File: config.mk
export PLATFORM = sky130hd
export DESIGN_NAME = square_voice_scheduler
export DESIGN_NICKNAME = d
export VERILOG_FILES = /design/src/rtl/square_voice_pkg.sv /design/src/rtl/square_voice_slot.sv /design/src/rtl/square_voice_scheduler.sv
export SDC_FILE = /design/constraint.sdc
export NUM_CORES = 1
export LEC_CHECK = 0
export CAP_MARGIN = 20
export CORE_MARGIN = 2
export CORE_UTILIZATION = 30
export CTS_CLUSTER_DIAMETER = 40
export CTS_CLUSTER_SIZE = 40
export DETAILED_ROUTE_END_ITERATION = 6
export SLEW_MARGIN = 20
export SYNTH_ARGS = -nofsm -noshare
export SYNTH_HDL_FRONTEND = slang
export SYNTH_SLANG_ARGS = --single-unit
export TNS_END_PERCENT = 10
File: constraint.sdc
create_clock -name clk -period 3.2 [get_ports clk]
set_input_delay 0.8 -clock clk [delete_from_list [all_inputs] [get_ports clk]]
set_output_delay 0.8 -clock clk [all_outputs]
set_load 0.01 [all_outputs]
File: src/rtl/square_voice_pkg.sv
// Shared constants and types for the square-wave voice scheduler.
package square_voice_pkg;

  // Default widths; modules expose these as overridable parameters.
  localparam int DEF_VOICES = 4;
  localparam int DEF_NOTE_W = 7;
  localparam int DEF_DIV_W  = 16;
  localparam int DEF_AGE_W  = 8;

  // Saturation point of the per-voice age counter at the default width.
  localparam logic [DEF_AGE_W-1:0] AGE_MAX = {DEF_AGE_W{1'b1}};

  // Scheduler FSM encoding.
  localparam logic [1:0] ST_IDLE  = 2'd0;
  localparam logic [1:0] ST_SCAN  = 2'd1;
  localparam logic [1:0] ST_APPLY = 2'd2;

  // One voice worth of state at the default widths.
  typedef struct packed {
    logic                  ena;
    logic [DEF_NOTE_W-1:0] note;
    logic [DEF_DIV_W-1:0]  div;
    logic [DEF_AGE_W-1:0]  age;
  } voice_rec_t;

endpackage

File: src/rtl/square_voice_slot.sv
// One oscillator voice record: enable, note, divisor and saturating age.
module square_voice_slot
  import square_voice_pkg::*;
#(
  parameter int NOTE_W = DEF_NOTE_W,
  parameter int DIV_W  = DEF_DIV_W,
  parameter int AGE_W  = DEF_AGE_W
) (
  input  logic              clk,
  input  logic              rst_i,
  input  logic              clr_i,      // panic: drop enable and age
  input  logic              load_i,     // note-on lands here
  input  logic              off_i,      // note-off matched here
  input  logic              age_inc_i,  // another voice was loaded
  input  logic [NOTE_W-1:0] note_i,
  input  logic [DIV_W-1:0]  div_i,
  output logic              ena_o,
  output logic [NOTE_W-1:0] note_o,
  output logic [DIV_W-1:0]  div_o,
  output logic [AGE_W-1:0]  age_o
);

  localparam logic [AGE_W-1:0] AGE_TOP = {AGE_W{1'b1}};

  logic              ena_q, ena_d;
  logic [NOTE_W-1:0] note_q, note_d;
  logic [DIV_W-1:0]  div_q, div_d;
  logic [AGE_W-1:0]  age_q, age_d;

  // Next-state: clear beats load beats off beats aging; note/div survive off.
  always_comb begin
    ena_d  = ena_q;
    note_d = note_q;
    div_d  = div_q;
    age_d  = age_q;
    if (clr_i) begin
      ena_d = 1'b0;
      age_d = '0;
    end else if (load_i) begin
      ena_d  = 1'b1;
      note_d = note_i;
      div_d  = div_i;
      age_d  = '0;
    end else if (off_i) begin
      ena_d = 1'b0;
      age_d = '0;
    end else if (age_inc_i && ena_q && (age_q != AGE_TOP)) begin
      age_d = age_q + 1'b1;
    end
  end

  // Voice record register with synchronous reset.
  always_ff @(posedge clk) begin
    if (rst_i) begin
      ena_q  <= 1'b0;
      note_q <= '0;
      div_q  <= '0;
      age_q  <= '0;
    end else begin
      ena_q  <= ena_d;
      note_q <= note_d;
      div_q  <= div_d;
      age_q  <= age_d;
    end
  end

  assign ena_o  = ena_q;
  assign note_o = note_q;
  assign div_o  = div_q;
  assign age_o  = age_q;

endmodule

File: src/rtl/square_voice_scheduler.sv
// Note-on/off allocator over VOICES square voices. One request in flight:
// scan one voice per cycle, then a single commit cycle.
module square_voice_scheduler
  import square_voice_pkg::*;
#(
  parameter int VOICES = DEF_VOICES,
  parameter int NOTE_W = DEF_NOTE_W,
  parameter int DIV_W  = DEF_DIV_W,
  parameter int AGE_W  = DEF_AGE_W
) (
  input  logic                     clk,
  input  logic                     rst,
  input  logic                     req_valid,
  output logic                     req_ready,
  input  logic                     req_on,
  input  logic [NOTE_W-1:0]        req_note,
  input  logic [DIV_W-1:0]         req_div,
  input  logic                     all_off,
  output logic [VOICES-1:0]        voice_ena,
  output logic [VOICES*DIV_W-1:0]  voice_div,
  output logic [VOICES*NOTE_W-1:0] voice_note,
  output logic                     steal
);

  localparam int IDX_W = (VOICES > 1) ? $clog2(VOICES) : 1;
  localparam logic [IDX_W-1:0] IDX_LAST = IDX_W'(VOICES - 1);

  logic [1:0]        state_q, state_d;
  logic [IDX_W-1:0]  idx_q, idx_d;

  // Latched request
  logic              on_q, on_d;
  logic [NOTE_W-1:0] note_q, note_d;
  logic [DIV_W-1:0]  div_q, div_d;

  // Scan results
  logic              match_vld_q, match_vld_d;
  logic [IDX_W-1:0]  match_idx_q, match_idx_d;
  logic              free_vld_q, free_vld_d;
  logic [IDX_W-1:0]  free_idx_q, free_idx_d;
  logic              old_vld_q, old_vld_d;
  logic [IDX_W-1:0]  old_idx_q, old_idx_d;
  logic [AGE_W-1:0]  old_age_q, old_age_d;

  logic              steal_q, steal_d;

  logic [AGE_W-1:0]  voice_age [VOICES];
  logic              cur_ena;
  logic [NOTE_W-1:0] cur_note;
  logic [AGE_W-1:0]  cur_age;

  logic              apply_go;
  logic [IDX_W-1:0]  tgt_idx;
  logic [VOICES-1:0] load_v, off_v, inc_v;

  assign req_ready = (state_q == ST_IDLE) & ~rst & ~all_off;

  // Voice under inspection this SCAN cycle (committed state only).
  assign cur_ena  = voice_ena[idx_q];
  assign cur_note = voice_note[idx_q*NOTE_W +: NOTE_W];
  assign cur_age  = voice_age[idx_q];

  // FSM, request latch and scan bookkeeping.
  always_comb begin
    state_d     = state_q;
    idx_d       = idx_q;
    on_d        = on_q;
    note_d      = note_q;
    div_d       = div_q;
    match_vld_d = match_vld_q;
    match_idx_d = match_idx_q;
    free_vld_d  = free_vld_q;
    free_idx_d  = free_idx_q;
    old_vld_d   = old_vld_q;
    old_idx_d   = old_idx_q;
    old_age_d   = old_age_q;
    case (state_q)
      ST_IDLE: begin
        if (req_valid && req_ready) begin
          state_d     = ST_SCAN;
          idx_d       = '0;
          on_d        = req_on;
          note_d      = req_note;
          // A zero divisor would stall the generator; clamp to 1.
          div_d       = (req_div == '0) ? DIV_W'(1) : req_div;
          match_vld_d = 1'b0;
          free_vld_d  = 1'b0;
          old_vld_d   = 1'b0;
          match_idx_d = '0;
          free_idx_d  = '0;
          old_idx_d   = '0;
          old_age_d   = '0;
        end
      end
      ST_SCAN: begin
        if (cur_ena && (cur_note == note_q) && !match_vld_q) begin
          match_vld_d = 1'b1;
          match_idx_d = idx_q;
        end
        if (!cur_ena && !free_vld_q) begin
          free_vld_d = 1'b1;
          free_idx_d = idx_q;
        end
        // Strict compare keeps the lowest index on equal ages.
        if (cur_ena && (!old_vld_q || (cur_age > old_age_q))) begin
          old_vld_d = 1'b1;
          old_idx_d = idx_q;
          old_age_d = cur_age;
        end
        idx_d = idx_q + 1'b1;
        if (idx_q == IDX_LAST) state_d = ST_APPLY;
      end
      ST_APPLY: state_d = ST_IDLE;
      default:  state_d = ST_IDLE;
    endcase
    if (all_off) state_d = ST_IDLE;
  end

  // Commit decision: retrigger, else free slot, else steal the oldest.
  always_comb begin
    apply_go = (state_q == ST_APPLY) && !all_off;
    if (match_vld_q)     tgt_idx = match_idx_q;
    else if (free_vld_q) tgt_idx = free_idx_q;
    else                 tgt_idx = old_idx_q;
    steal_d = apply_go && on_q && !match_vld_q && !free_vld_q && old_vld_q;
  end

  // Control registers.
  always_ff @(posedge clk) begin
    if (rst) begin
      state_q     <= ST_IDLE;
      idx_q       <= '0;
      on_q        <= 1'b0;
      note_q      <= '0;
      div_q       <= '0;
      match_vld_q <= 1'b0;
      match_idx_q <= '0;
      free_vld_q  <= 1'b0;
      free_idx_q  <= '0;
      old_vld_q   <= 1'b0;
      old_idx_q   <= '0;
      old_age_q   <= '0;
      steal_q     <= 1'b0;
    end else begin
      state_q     <= state_d;
      idx_q       <= idx_d;
      on_q        <= on_d;
      note_q      <= note_d;
      div_q       <= div_d;
      match_vld_q <= match_vld_d;
      match_idx_q <= match_idx_d;
      free_vld_q  <= free_vld_d;
      free_idx_q  <= free_idx_d;
      old_vld_q   <= old_vld_d;
      old_idx_q   <= old_idx_d;
      old_age_q   <= old_age_d;
      steal_q     <= steal_d;
    end
  end

  assign steal = steal_q;

  for (genvar g = 0; g < VOICES; g++) begin : g_slot
    assign load_v[g] = apply_go && on_q && (tgt_idx == IDX_W'(g));
    assign inc_v[g]  = apply_go && on_q && (tgt_idx != IDX_W'(g));
    assign off_v[g]  = apply_go && !on_q && match_vld_q && (match_idx_q == IDX_W'(g));

    square_voice_slot #(
      .NOTE_W (NOTE_W),
      .DIV_W  (DIV_W),
      .AGE_W  (AGE_W)
    ) u_slot (
      .clk       (clk),
      .rst_i     (rst),
      .clr_i     (all_off),
      .load_i    (load_v[g]),
      .off_i     (off_v[g]),
      .age_inc_i (inc_v[g]),
      .note_i    (note_q),
      .div_i     (div_q),
      .ena_o     (voice_ena[g]),
      .note_o    (voice_note[g*NOTE_W +: NOTE_W]),
      .div_o     (voice_div[g*DIV_W +: DIV_W]),
      .age_o     (voice_age[g])
    );
  end

endmodule
==> results of run 1 <==
## cells by family (layout without fill, tap and decap cells)
group	after synthesis	after routing	share of synthesized area
multiplexers	38	38	0.07719
AO/OA/AOI/OAI	159	159	0.1150
flip-flops	174	174	0.4744
other	0	1	0
XOR/XNOR	34	34	0.04055
AND/OR/NAND/NOR	386	386	0.2336
buffers and inverters	65	197	0.03714
adder cells (fa/ha/maj)	13	13	0.02215
## worst register-to-register path, cell delays in order (launching register included)
cell and delay [ns]:
dfxtp_1 0.57, buf_4 0.22, mux4_2 0.54, ha_1 0.32
nand4_1 0.13, nor2_1 0.06, a21oi_1 0.17, o21a_1 0.50
mux2i_1 0.24
## final timing paths
check,from,to,slack [ns],depth (start not counted)
setup / recovery,all_off,req_ready,0.18,4
hold reg to reg,g_slot[1].u_slot.div_o[1],g_slot[1].u_slot.div_o[1],0.46,2
hold / removal,g_slot[1].u_slot.div_o[1],g_slot[1].u_slot.div_o[1],0.46,2
setup reg to reg,idx_q[1],old_age_q[7],0.39,8
## area by class of cell
cell class | count | share of cell area
Tap cell | 324 | 0.04215
Antenna cell | 1 | 0.0002602
Clock inverter | 14 | 0.01847
Inverter | 9 | 0.003512
Sequential cell | 174 | 0.3622
Clock buffer | 18 | 0.04462
Timing Repair Buffer | 156 | 0.1553
Multi-Input combinational cell | 630 | 0.3735
## stage by stage
stage | instance area, µm² | utilization | hold WS (ns) | power, µW | setup slack [ns]
2_1_floorplan | 7343 | - | 0.4433 | 2324 | 0.3864
3_3_place_gp | 9009 | 0.3726 | 0.4414 | 2406 | 0.1671
3_5_place_dp | 9009 | 0.3726 | 0.4464 | 2406 | 0.1621
4_1_cts | 9615 | 0.3977 | 0.4553 | 4538 | 0.1610
5_1_grt | 9618 | 0.3978 | 0.4729 | 4648 | 0.1128
6_report | 9618 | 0.3978 | 0.4553 | 4499 | 0.1836
## state kept, by name (all words and copies together) (netlist names), 4 cells and up
signal,count
div_q,16
g_slot.u_slot.age_o,32
g_slot.u_slot.div_o,64
g_slot.u_slot.ena_o,4
g_slot.u_slot.note_o,28
note_q,7
old_age_q,8
## where the power goes
| group | internal, µW | switching [µW] | total (µW) |
|---|---|---|---|
| Sequential | 2180 | 22.4 | 2200 |
| Combinational | 70.3 | 86.9 | 157 |
| Clock | 1180 | 958 | 2140 |
| Total | 3430 | 1070 | 4500 |
## per-layer routing
layer | vias to the layer above | part of all wire
met4 | 0 | 0.022
met3 | 27 | 0.047
met5 | - | 0
met1 | 3058 | 0.46
li1 | 3181 | -
met2 | 164 | 0.47
## cell usage in the layout, fill, tap and decap left out, types with 9 or more instances in the layout
cell	Yosys	layout
nand2_1	250	250
dfxtp_1	174	174
a21oi_1	133	133
clkdlybuf4s50_1	0	124
nor2_1	39	37
buf_4	4	31
mux2i_1	24	24
xor2_1	22	22
clkbuf_16	0	17
nand3_1	16	16
nand4_1	14	14
and3_1	13	13
nand2b_1	13	13
ha_1	13	13
xnor2_1	12	12
mux4_2	11	11
or3_1	11	11
inv_1	9	9
==> reports/metrics.yaml, run 1 <==
area_growth_pct: 30.98
end_kind: "output pin"
cts_setup_buffers: 0
drt_iter0_drc: 442
io_pins: 126
slew_headroom: 0.4260
die_height_um: 160.5
dp_hpwl_mm: 14.63
grt_usage: 0.1675
drive_gt1_frac: 0.08292
pwr_density_cell_nw_per_um2: 467.7
wirelength_mm: 21.63
fmax_ghz: 0.3315
required_ns: 2.40
cts_tree: "done"
critPathTopFamily: "buffers and inverters"
post-route-drc-count: 0
synth_common_cells: "250 x nand2_1, 174 x dfxtp_1, 133 x a21oi_1, 44 x clkbuf_1, 39 x nor2_1"
synth-edff-count: 0
syn_inst: 869
yosysSeqAreaShare: 0.4744
synth_area_um2: 7343
syn_avg_cell_area_um2: 8.450
clock_latency_ns: 0.43
antenna_found_initial: 1
multi_input_area_um2: 3592
detailroute.via_count: 6430
critPathMostFrequentCell: "clkdlybuf4s50_1"
wire_per_inst_um: 16.31
use_met2: 0.2755
stdcell_count: 1326
ir_drop_uv: 367.5
criticalPathCategory: "input port to output pin"
cts_resized: 0
yosys_most_used_dff: "dfxtp_1"
dp.cells: 1293
period_share: 0.9426
synth_top_area_frac: 0.4744
path_max_fanout: 2
yosys.area.top_type: "dfxtp_1"
worst_slew_pin_slew_ns: 0.8610
ys_warn_count: 0
grt_overflow_total: 0
hp-class: "register to register"
dr.pass1.iters: 5
seq_area_um2: 3483
clock_sinks: 174
grt_setup_unrepaired: "false"
cp_slowest_cell: "clkdlybuf4s50_1"
setup_viol: 0
die-area_um2: 25750
ant_nets: 0
period_minus_slack_ns: 3.016
finalClockSkew_ns: 0.01100
async_flop_share: 0
fillerInstances: 2444
cts_made_buffers: 17
busiest_layer: "met2"
rows: 57
met3_usage: 0.03461
cts_max_level: 4
leakage_uw: 0.003185
clk_pin_slew_ns: 0.07
use_met1: 0.2212
core-area_um2: 24180
portBuffers: 125
hold_buffers: 0
via_per_inst: 4.849
finalHoldViolations: 0
synth_cell_types: 45
worst-path-buf-inv: 2
die_x_um: 160.5
final_net_count: 1029
cap_violations: 0
crit_path_start_kind: "input port"
setup-tns-final_ns: 0
slew_viol_final: 0
arrival_ns: 2.22
yosys-top-cells-area: "dfxtp_1 47%, nand2_1 13%, a21oi_1 9.1%"
clockBufferDepth: 2
yosysMostFrequentCell: "nand2_1"
grt_max_degree: 90
slowest_delay_ns: 0.56
syn_nets: 910
crit_path_cell_trace: "clkdlybuf4s50_1 -> or2_2 -> nor3_1 -> clkdlybuf4s50_1"
root_buffer: "clkbuf_16"
start_util: 0.3037
gp_congestion: 0.8384
grt_pass1_wl_mm: 33.84
synth_seq_cells: 174
status: "complete, no violations"
grt_pass1_vias: 6020
Note: power is estimated with default switching activity, not from simulation.
==> run 2, diff against run 1 <==
- CTS_BUF_LIST: unset -> sky130_fd_sc_hd__clkbuf_2
- SYNTH_HIERARCHICAL: unset -> 1
==> reports/metrics.yaml, run 2 <==
yosys-top-cells-area: "dfxtp_1 46%, nand2_1 13%, a21oi_1 9.3%"
synth_top_family_by_area: "simple AND/OR/NAND/NOR gates"
via_per_inst: 4.962  # +2.3%
fmax_ghz: 0.3316  # about the same
crit_path_cell_trace: "clkdlybuf4s50_1 -> nor4_2 -> clkdlybuf4s50_1"
setup-tns-final_ns: 0  # unchanged
setup_viol: 0  # unchanged
syn_inst: 901  # +3.7%
arrival_ns: 2.22  # about the same
grt_overflow_total: 0  # unchanged
final_cell_mix: "263 x nand2_1, 174 x dfxtp_1, 140 x a21oi_1"
synthSimpleGateAreaFrac: 0.2610  # +0.02735
path_max_fanout: 4  # +2
cap_violations: 0  # unchanged
antenna_found_initial: 1  # unchanged
required_ns: 2.40  # about the same
area_growth_pct: 26.72
period_minus_slack_ns: 3.016  # -0.0004280 ns
core-area_um2: 25040  # +3.6%
cp_slowest_cell: "clkdlybuf4s50_1"
io_pins: 126  # unchanged
cts_setup_buffers: 0  # unchanged
grt_usage: 0.1720  # +0.004508
yosys_most_used_dff: "dfxtp_1"
synth_compound_area_frac: 0.1546  # +0.03959
crit_path_start_kind: "input port"
root_buffer: "clkbuf_2"
synth_top_area_frac: 0.4569  # -0.01744
period_share: 0.9425  # about the same
finalHoldViolations: 0  # unchanged
finalInstanceArea_um2: 9661  # +0.44%
worst_slew_pin_slew_ns: 1.043  # +0.1816 ns
largest_reg_flops: 64  # unchanged
end_kind: "output pin"
leakage_uw: 0.003175  # -0.31%
ir_drop_uv: 241.5  # -34%
seq_area_um2: 3483  # unchanged
start_util: 0.3045  # +0.0007665
whs_ns: 0.4721  # +0.01678 ns
die-area_um2: 26700  # +3.7%
cts_max_level: 4  # unchanged
async_flop_share: 0  # unchanged
cts_tree: "done"
portBuffers: 125  # unchanged
synth-adder-area-share: 0.02134  # -0.0008143
dr.pass1.iters: 5  # unchanged
die_x_um: 163.4  # +1.8%
synth_area_um2: 7624  # +3.8%
pwr_density_cell_nw_per_um2: 370.6  # -21%
final_common_cell: "nand2_1"
synth-edff-count: 0  # unchanged
post-route-drc-count: 0  # unchanged
ys_warn_count: 6  # +6
finalClockSkew_ns: 0.05168  # +0.04068 ns
clock_latency_ns: 0.78  # +0.35 ns
hp-class: "register to register"
synth-xor-area-share: 0.01034  # -0.03021
syn_nets: 942  # +3.5%
grt_pass1_vias: 6501  # +8.0%
fillerInstances: 2558  # +4.7%
yosys.area.top_type: "dfxtp_1"
criticalPathCategory: "input port to output pin"
slew_viol_final: 0  # unchanged
final_util: 0.3859  # -0.01196
yosysSeqAreaShare: 0.4569  # -0.01744
placed_area_um2: 9397  # +4.3%
multi_input_area_um2: 3885  # +8.2%
final_net_count: 1072  # +4.2%
drt_iter0_drc: 432  # -2.3%
ant_nets: 0  # unchanged
wire_per_inst_um: 16.37  # +0.36%
yosysMostFrequentCell: "nand2_1"
drive_gt1_frac: 0.09483  # +0.01191
grt_setup_unrepaired: "true"
dp_hpwl_mm: 15.88  # +8.6%
grt_pass1_wl_mm: 35.87  # +6.0%
slew_headroom: 0.3049  # -0.1211
critPathMostFrequentCell: "clkdlybuf4s50_1"
gp_congestion: 0.8112  # -3.2%
p_total_uw: 3580  # -20%
synth_mux_area_frac: 0.05974  # -0.01744
synth_seq_cells: 174  # unchanged
clockBufferDepth: 2  # unchanged
rows: 58  # +1.8%
synth_cell_types: 48  # +6.7%
synth_common_cells: "263 x nand2_1, 174 x dfxtp_1, 141 x a21oi_1, 33 x clkbuf_1, 23 x nand2b_1"
clock_sinks: 174  # unchanged
syn_avg_cell_area_um2: 8.461  # +0.13%
grt_max_degree: 100  # +11%
status: "complete, no violations"
wirelength_mm: 22.51  # +4.1%
clk_pin_slew_ns: 0.26  # +0.19 ns
die_height_um: 163.4  # +1.8%
slowest_delay_ns: 0.60  # +0.04 ns
cts_made_buffers: 17  # unchanged
detailroute.via_count: 6823  # +6.1%
run 2: metal layers:
layer | GRT usage | wire, µm | vias up
met2 | 0.2595 | 10110 | 161
met3 | 0.04292 | 1223 | 23
li1 | - | - | 3418
met4 | 0.05028 | 363 | 0
met1 | 0.2422 | 10820 | 3221
met5 | 0 | 0 | -
run 2: final timing paths:
kind,from,to,slack [ns],cells after the start
setup / recovery,all_off,req_ready,0.18,3
hold / removal,g_slot[2].u_slot/div_o[12],g_slot[2].u_slot/div_o[12],0.47,2
setup reg to reg,idx_q[0],old_age_q[4],0.23,9
hold reg to reg,g_slot[2].u_slot/div_o[12],g_slot[2].u_slot/div_o[12],0.47,2
run 2: cell families after synthesis:
kind of cell / count (synthesis)
muxes: 28
buffers and inverters: 68
and+or+nand+nor: 405
DFF: 174
adders and majority gates: 13
AOI/OAI and AO/OA: 204
xor gates and xnor gates: 9
run 2: layout make-up:
cell class	instances	area share
clock inverter	15	0.01723
multi-input combinational	659	0.4022
sequential	174	0.3606
antenna	1	0.0002590
clock buffer	17	0.008807
tap	330	0.04274
inverter	21	0.008160
timing repair buffer	158	0.1601
run 2: worst max-delay path: cells and delay by family:
kind	cells	cell delay [ns]
buffers and inverters	2	1.09
AND/OR/NAND/NOR	1	0.33
run 2: what timing repair did:
item | 4_1_cts | 5_1_grt
hold buffers | 0 | 0
endpoints found under the setup margin | 0 | 11
gates resized for setup | 0 | 2
run 2: metrics by stage:
stage | worst slack [ns] | std cells
after floorplan | 0.3397 | 901
after global placement | 0.1431 | 1342
after detailed placement | 0.09391 | 1342
after CTS | 0.08293 | 1374
after global routing | 0.01692 | 1375
final | 0.1840 | 1375
run 2: report_power, final:
| part | leakage [µW] | internal, µW | total (µW) | switching (µW) |
|---|---|---|---|---|
| Clock | 0.000150 | 268 | 1190 | 925 |
| Combinational | 0.00162 | 73.2 | 173 | 100 |
| Sequential | 0.00140 | 2190 | 2210 | 23.0 |
==> run 3, diff against run 2 <==
- CAP_MARGIN: 20 -> unset
- GPL_ROUTABILITY_DRIVEN: unset -> 0
- GPL_TIMING_DRIVEN: unset -> 0
==> reports/metrics.yaml, run 3 (synthesis gave the netlist of run 2 again) <==
status: "complete, no violations"
p_sw_uw: 1012  # -3.4%
fillerInstances: 2578  # +0.78%
wl_met1_mm: 10.52  # -2.7%
cap_violations: 0  # unchanged
grt_max_degree: 25  # -75%
antenna_found_initial: 1  # unchanged
setup_slack_ns: 0.2315  # +0.04751 ns
dp_worst_setup_slack_ns: -1.054  # -1.148 ns
fmax_ghz: 0.3369  # +1.6%
internal_power_uw: 2509  # -0.91%
clockBufferDepth: 2  # unchanged
io_pins: 126  # unchanged
multi_input_area_um2: 3899  # +0.35%
die-area_um2: 26700  # unchanged
start_util: 0.3045  # unchanged
final_util: 0.3808  # -0.005047
clk_pin_slew_ns: 0.32  # +0.06 ns
drive_gt1_frac: 0.07021  # -0.02462
rows: 58  # unchanged
wl_met2_mm: 10.42  # +3.1%
p_total_uw: 3521  # -1.7%
detailroute.via_count: 7004  # +2.7%
dr.pass1.iters: 5  # unchanged
grt_usage: 0.1710  # -0.0009951
required_ns: 3.88  # +1.48 ns
dp_hpwl_mm: 17.03  # +7.2%
final_common_cell: "nand2_1"
grt_pass1_vias: 6489  # -0.18%
grt_setup_unrepaired: "true"
cts_max_level: 4  # unchanged
clock_sinks: 174  # unchanged
portBuffers: 124  # -0.80%
finalClockSkew_ns: 0.04462  # -0.007065 ns
setup_viol: 0  # unchanged
hold_buffers: 0  # unchanged
ant_nets: 0  # unchanged
core-area_um2: 25040  # unchanged
wire_per_inst_um: 16.45  # +0.50%
via_per_inst: 5.057  # +1.9%
criticalPathCategory: "register to register"
slew_headroom: 0.4936  # +0.1886
wirelength_mm: 22.79  # +1.2%
grt_pass1_wl_mm: 35.59  # -0.79%
cts_setup_buffers: 0  # unchanged
drt_iter0_drc: 420  # -2.8%
pwr-share-comb: 0.051  # +0.003
die_x_um: 163.4  # unchanged
final_cell_mix: "263 x nand2_1, 174 x dfxtp_1, 140 x a21oi_1"
final_net_count: 1083  # +1.0%
period_share: 0.9277  # -0.01485
leakage_uw: 0.003098  # -2.4%
root_buffer: "clkbuf_2"
finalHoldViolations: 0  # unchanged
area_growth_pct: 25.06
switching_share: 0.2875  # -0.005339
largest_reg_flops: 64  # unchanged
die_height_um: 163.4  # unchanged
end_kind: "register"
routed-wl-met3_mm: 1.519  # +24%
cts_made_buffers: 17  # unchanged
worst_slew_pin_slew_ns: 0.7538  # -0.2888 ns
clkPwrFrac: 0.321  # -0.012
grt_overflow_total: 0  # unchanged
post-route-drc-count: 0  # unchanged
slew_viol_final: 0  # unchanged
crit_path_start_kind: "register"
arrival_ns: 3.65  # +1.43 ns
seq_area_um2: 3483  # unchanged
period_minus_slack_ns: 2.968  # -0.04751 ns
pwr_density_cell_nw_per_um2: 369.3  # -0.35%
cts_tree: "done"
power_frac_seq: 0.628  # +0.010
highest_layer: "met4"
cts_resized: 7  # +7
clock_latency_ns: 0.74  # -0.04 ns
path_max_fanout: 10  # +6
hp-class: "register to register"
ir_drop_uv: 261.5  # +8.3%
==> run 3: power by group through the flow <==
stage | clock network [µW] | registers [µW] | logic, µW
CTS | 1160 | 2210 | 180
global placement | 0 | 2250 | 180
detailed placement | 0 | 2250 | 180
floorplan | 0 | 2240 | 98.8
global route | 1260 | 2220 | 198
finish | 1130 | 2210 | 180
==> run 3: area by class of cell <==
cell class | instances | share of cell area
Multi-Input combinational cell | 659 | 0.4089
Sequential cell | 174 | 0.3654
Timing Repair Buffer | 124 | 0.1299
Tap cell | 330 | 0.04331
Buffer | 45 | 0.01982
Clock inverter | 14 | 0.01522
Clock buffer | 17 | 0.008924
Inverter | 21 | 0.008268
Antenna cell | 1 | 0.0002625
==> run 3: layer usage <==
layer	GRT usage	vias to the layer above
li1	-	3435
met1	0.2416	3327
met2	0.2620	223
met3	0.03911	19
met4	0.04545	0
met5	0	-
==> run 3: worst max-delay path, cell delays in order (launching register included) <==
cell and delay, ns:
dfxtp_1 0.37, clkbuf_1 0.26, mux2i_1 0.34, o21ai_0 0.23, nor3_1 0.66, nor2b_1 0.53
buf_2 0.32, nand2_1 0.09, a21oi_1 0.12
==> run 3: final timing paths <==
path                                                  from                         end  slack [ns]  cells after the start
worst min register to register  g_slot[0].u_slot/div_o[12]  g_slot[0].u_slot/div_o[12]        0.47                      2
worst max-delay path                            free_vld_q   g_slot[0].u_slot/div_o[0]        0.23                      8
worst max register to register                  free_vld_q   g_slot[0].u_slot/div_o[0]        0.23                      8
worst min-delay path            g_slot[0].u_slot/div_o[12]  g_slot[0].u_slot/div_o[12]        0.47                      2
==> run 3: metrics by stage <==
step	cell area [µm²]	hold WS [ns]	setup TNS, ns	cells
floorplan	7624	0.4426	0	901
global placement	9278	0.4430	-120.07	1355
detailed placement	9278	0.4462	-129.07	1355
CTS	9528	0.4085	-0.08198	1385
global route	9534	0.4080	-0.01898	1385
finish	9534	0.4708	0	1385
